<file path="config.mk">
export PLATFORM = sky130hd
export DESIGN_NAME = queue_ctrl
export DESIGN_NICKNAME = d
export VERILOG_FILES = /design/src/rtl/queue_ctrl_pkg.sv /design/src/rtl/queue_ctrl_reg_file.sv /design/src/rtl/queue_ctrl.sv
export SDC_FILE = /design/constraint.sdc
export NUM_CORES = 1
export LEC_CHECK = 0
export ABC_AREA = 1
export CAP_MARGIN = 15
export CORE_MARGIN = 2
export CORE_UTILIZATION = 55
export DETAILED_ROUTE_END_ITERATION = 16
export DONT_BUFFER_PORTS = 1
export PLACE_DENSITY = 0.7
export SYNTH_ARGS = -nofsm -noshare
export SYNTH_HDL_FRONTEND = slang
export SYNTH_HIERARCHICAL = 1
export SYNTH_SLANG_ARGS = --single-unit
</file>
<file path="constraint.sdc">
create_clock -name clk -period 4.1 [get_ports clk]
set_clock_uncertainty 0.1 [all_clocks]
set_input_delay 0.205 -clock clk [delete_from_list [all_inputs] [get_ports clk]]
set_output_delay 0.205 -clock clk [all_outputs]
set_load 0.01 [all_outputs]
</file>
<file path="src/rtl/queue_ctrl_pkg.sv">
// Shared sizing constants for the lab2 queue datapath.
package queue_ctrl_pkg;
  localparam int Q_WIDTH    = 4;
  localparam int Q_AW       = 3;
  localparam int Q_DEPTH    = 2**Q_AW;
  localparam int Q_SCAN_DIV = 4;
endpackage

</file>
<file path="src/rtl/queue_ctrl_reg_file.sv">
// DEPTH x WIDTH storage: one synchronous write port, two asynchronous reads
// (queue head and display scan), cleared asynchronously on rst.
module queue_ctrl_reg_file
  import queue_ctrl_pkg::*;
#(
  parameter int WIDTH = Q_WIDTH,
  parameter int AW    = Q_AW
) (
  input  logic             clk,
  input  logic             rst,
  input  logic             we,
  input  logic [AW-1:0]    wa,
  input  logic [WIDTH-1:0] wd,
  input  logic [AW-1:0]    ra,
  output logic [WIDTH-1:0] rd,
  input  logic [AW-1:0]    sa,
  output logic [WIDTH-1:0] sd
);
  localparam int DEPTH = 2**AW;

  logic [DEPTH-1:0][WIDTH-1:0] mem;

  always_ff @(posedge clk or posedge rst) begin
    if (rst) begin
      mem <= '0;
    end else begin
      for (int i = 0; i < DEPTH; i++)
        if (we && wa == AW'(i)) mem[i] <= wd;
    end
  end

  assign rd = mem[ra];
  assign sd = mem[sa];
endmodule

</file>
<file path="src/rtl/queue_ctrl.sv">
// Circular FIFO fed by single-cycle strobes, with a free-running scan port
// that walks every slot for the display stage.
module queue_ctrl
  import queue_ctrl_pkg::*;
#(
  parameter int WIDTH    = Q_WIDTH,
  parameter int AW       = Q_AW,
  parameter int SCAN_DIV = Q_SCAN_DIV
) (
  input  logic             clk,
  input  logic             rst,
  input  logic             en_in,
  input  logic             en_out,
  input  logic [WIDTH-1:0] in,
  output logic [WIDTH-1:0] out,
  output logic             empty,
  output logic             full,
  output logic [AW:0]      count,
  output logic [AW-1:0]    scan_addr,
  output logic [WIDTH-1:0] scan_data,
  output logic             scan_valid,
  output logic             scan_head
);
  localparam int DEPTH = 2**AW;
  localparam int DW    = (SCAN_DIV > 1) ? $clog2(SCAN_DIV) : 1;

  logic [AW-1:0]    rd_ptr, wr_ptr, scan_off;
  logic [WIDTH-1:0] head;
  logic [DW-1:0]    div;
  logic             do_enq, do_deq;

  assign empty  = (count == '0);
  assign full   = (count == (AW+1)'(DEPTH));
  assign do_deq = en_out & ~empty;
  // A simultaneous dequeue frees the slot, so a full queue still accepts.
  assign do_enq = en_in & (~full | do_deq);

  queue_ctrl_reg_file #(.WIDTH(WIDTH), .AW(AW)) u_rf (
    .clk (clk),
    .rst (rst),
    .we  (do_enq),
    .wa  (wr_ptr),
    .wd  (in),
    .ra  (rd_ptr),
    .rd  (head),
    .sa  (scan_addr),
    .sd  (scan_data)
  );

  always_ff @(posedge clk or posedge rst) begin
    if (rst) begin
      rd_ptr <= '0;
      wr_ptr <= '0;
      count  <= '0;
      out    <= '0;
    end else begin
      if (do_enq) wr_ptr <= wr_ptr + 1'b1;
      if (do_deq) begin
        rd_ptr <= rd_ptr + 1'b1;
        out    <= head;
      end
      case ({do_enq, do_deq})
        2'b10:   count <= count + 1'b1;
        2'b01:   count <= count - 1'b1;
        default: count <= count;
      endcase
    end
  end

  always_ff @(posedge clk or posedge rst) begin
    if (rst) begin
      div       <= '0;
      scan_addr <= '0;
    end else if (div == DW'(SCAN_DIV-1)) begin
      div       <= '0;
      scan_addr <= scan_addr + 1'b1;
    end else begin
      div       <= div + 1'b1;
    end
  end

  // Distance from the head, modulo DEPTH, tells whether the slot is live.
  assign scan_off   = scan_addr - rd_ptr;
  assign scan_valid = ({1'b0, scan_off} < count);
  assign scan_head  = (scan_addr == rd_ptr) && !empty;
endmodule

</file>
==> results.md <==
* Predominant post-synthesis flop cell: dfrtp_1
* WL/cell at 13.9 um
* Gr usage total at 0.247
* Synth cell types at 26
* Final net count at 449
* Worst min-delay path startpoint: en_in
* Setup crit start kind: flop
* Final setup vio count at 0
* Die footprint at between 0.006 and 0.007 mm^2
* Layout fillers at 513
* First-pass GRT wire length at 11700 um
* CP max FO at 20
* Post-synth EDFFs at 0
* Crit. End Element: primary output
* Internal power at 1.28 mW
* Critical Path RT at 3.80 ns
* Total gr overflow at 0
* Hold WC Path Type: in -> reg
* RSZ-0062 raised after global routing: no
* Postcts setup bufs at 0
* Rows at 27
* Detailed Place HPWL at 4940 um
* Crit-path cells: ha_1 -> fa_1 -> xor2_1 -> ha_1 -> nand2_1 -> o21a_1
* Post-route clock period utilization at 0.652
* Lkg Pwr at 1.79 nW
* FFs w/ async S/R, synth at 1.00
* Syn_nets at 441
* Routability Congestion at 0.876
* Area Overhead vs Synth at 6.86%
* Outcome: completed
* Htree depth at 2
* Final wirelength at 6950 um
* Critical Path Source: rd_ptr[0]
* Sequential area share after synthesis at 0.422
* Crit-path most repeated cell: ha_1
* Switching power total at 1.04 mW
* Num Clock Sinks at 51
* Post-Syn Area at between 0.003 and 0.004 mm^2
* Clock network fraction of total power at 0.147
* Post-DRT Antenna Nets at 0
* Hold_buf cts at 7
* Drt pass-1 iters at 6
* Vias at 2612
* TritonCTS clock tree: done
* Drt drc at 0
* Actual slew at the worst max-slew pin at 0.761 ns
* Later-pin clock latency in the skew report at 0.30 ns
* Clock slew at reported path FFs at approximately 0.090 ns
* Max Freq at 374 MHz
* Inserted Diodes at 0
* DIE HEIGHT at 78.2 um
* Pwr Density at between 700 and 800 mW/mm^2
* Synth warnings at 6
* Slowest stage cell, crit path: dfrtp_1
* Core Area at roughly 0.0054 mm^2
* IO buf count at 0
* Register area at roughly 0.0013 mm^2
* Largest net degree at the start of global routing at 33
* Proportion of layout cells with a drive suffix above 1 at 0.0444
* Combinational power share at 0.447
* Io pins at 27
* Syn Inst Count at 420
* Final hold viol count at 0
* Sequential power share at 0.406
* Arr. time, crit path at about 2.4 ns
* Starting Density at 0.560
* Pwr Total at 2.31 mW
* Clock root buffer master: clkbuf_8
* Vias in the first global route at 2408
* WS Path Type: reg -> out
* Synthesized area per cell at 7.21 um^2
* Die width at 78.2 um
* Pins Over Slew Limit at 0
* Fin Setup TNS at 0 ns
* Initial antenna violation count at 0
* Flops & latches, synth at a little over 50
* Switching part of the total at 0.448
* Relative slew slack at 0.492
* DR vias/cell at 5.22
* Worst r2r src: count[0]
* CP max stage delay at approximately 0.64 ns
* Area of the multi-input gates at about 0.0014 mm^2
* Period minus WS final at around 2.7 ns
* Cts repair resizes at 0
* Max Cap Violations at 0
* Clk buf depth at 2
* CTS Buf Count at 5
* DRT iter0 DRCs at about 240
* Max VDD drop at 330 uV
==> Yosys cell counts (all sizes together), types with 2 or more instances <==
cell type | number | area share
buf | 8 | 0.023
dfrtp | 51 | 0.42
fa | 2 | 0.013
ha | 11 | 0.045
inv | 65 | 0.081
nand2 | 185 | 0.23
nand3 | 38 | 0.064
nand3b | 2 | 0.0050
nor2 | 8 | 0.013
o21ai | 36 | 0.060
xnor2 | 3 | 0.0087
xor2 | 5 | 0.014
==> power groups by stage <==
stage          Sequential [mW]  Clock [mW]  Combinational, mW
2_1_floorplan            0.864           0              0.886
6_report                 0.939       0.340               1.04
3_3_place_gp             0.939           0              0.996
3_5_place_dp             0.948           0               1.02
4_1_cts                  0.939       0.352               1.03
5_1_grt                  0.969       0.366               1.21
==> logic make-up after synthesis <==
group,count (synthesis),share of synthesized area
flops,51,0.422
simple gates,237,0.329
xor+xnor,8,0.0232
buf+inv,73,0.104
fa+ha+maj,13,0.0587
compound gates,38,0.0637
==> final cells by class <==
type | instances | area share
multi-input cells | 296 | 0.444
flip-flops and latches | 51 | 0.395
inverters | 65 | 0.0754
well taps | 72 | 0.0279
repair buffers | 9 | 0.0263
clock buffers | 6 | 0.0224
clock inverters | 1 | 0.00928
==> cell usage in the layout (no fill, tap or decap) <==
master,Yosys,routed
inv_1,62,62
bufinv_16,0,1
a21oi_1,1,1
fa_1,2,2
nor2_2,1,1
o21ai_0,36,36
buf_4,2,2
nand2_1,183,183
or2_2,1,1
nand3_1,37,37
nor2_4,1,1
clkbuf_1,0,1
inv_2,3,3
nand3_2,1,1
nand3b_1,2,2
o21a_1,1,1
dfrtp_1,51,51
xnor2_1,3,3
nand4_2,1,1
ha_1,11,11
nor2_1,6,6
nand2_2,1,1
clkbuf_8,0,5
xor2_1,5,5
nor3_4,1,1
nand2_4,1,1
nor4_1,1,1
dlygate4sd3_1,0,7
==> metrics by stage <==
| stage | cell area [um^2] | instances | util | setup slack, ns | hold WS [ns] |
|---|---|---|---|---|---|
| floorplan | 3030 | 420 | - | 1.98 | 0.0561 |
| global placement | 3060 | 486 | 0.566 | 1.76 | 0.104 |
| detailed placement | 3060 | 486 | 0.566 | 1.75 | 0.116 |
| CTS | 3230 | 500 | 0.598 | 1.41 | 0.0225 |
| global route | 3230 | 500 | 0.598 | 1.23 | 0.0658 |
| finish | 3230 | 500 | 0.598 | 1.43 | 0.0306 |
==> metal layers <==
metal,part of all wire,global-route usage,vias up
li1,-,-,1303
met1,0.45,0.342,1212
met4,0.017,0.0860,0
met3,0.058,0.0437,10
met5,0,0,-
met2,0.47,0.394,87
==> worst max-delay path, delay by kind of cell, from the launching register on <==
| kind | cells | cell delay, ns |
|---|---|---|
| flip-flops | 1 | 0.64 |
| AO/OA/AOI/OAI | 1 | 0.22 |
| AND/OR/NAND/NOR | 1 | 0.05 |
| XOR/XNOR | 1 | 0.17 |
| adder cells (fa/ha/maj) | 3 | 0.98 |
==> registers in the layout, indices dropped and copies added, names as in the netlist <==
name       count
u_rf/mem      32
scan_addr      3
wr_ptr         3
count          4
rd_ptr         3
div            2
out            4
==> worst paths after layout <==
check / slack, ns / cells past startpoint / endpoint
min: 0.03 / 4 / wr_ptr[2]
min in group asynchronous: 0.34 / 3 / u_rf/mem[28]
max in group asynchronous: 3.03 / 2 / scan_addr[1]
max reg2reg: 1.80 / 11 / count[3]
max: 1.43 / 6 / scan_valid
min reg2reg: 0.34 / 1 / div[0]
No activity file was read; power rests on OpenSTA's default activity.
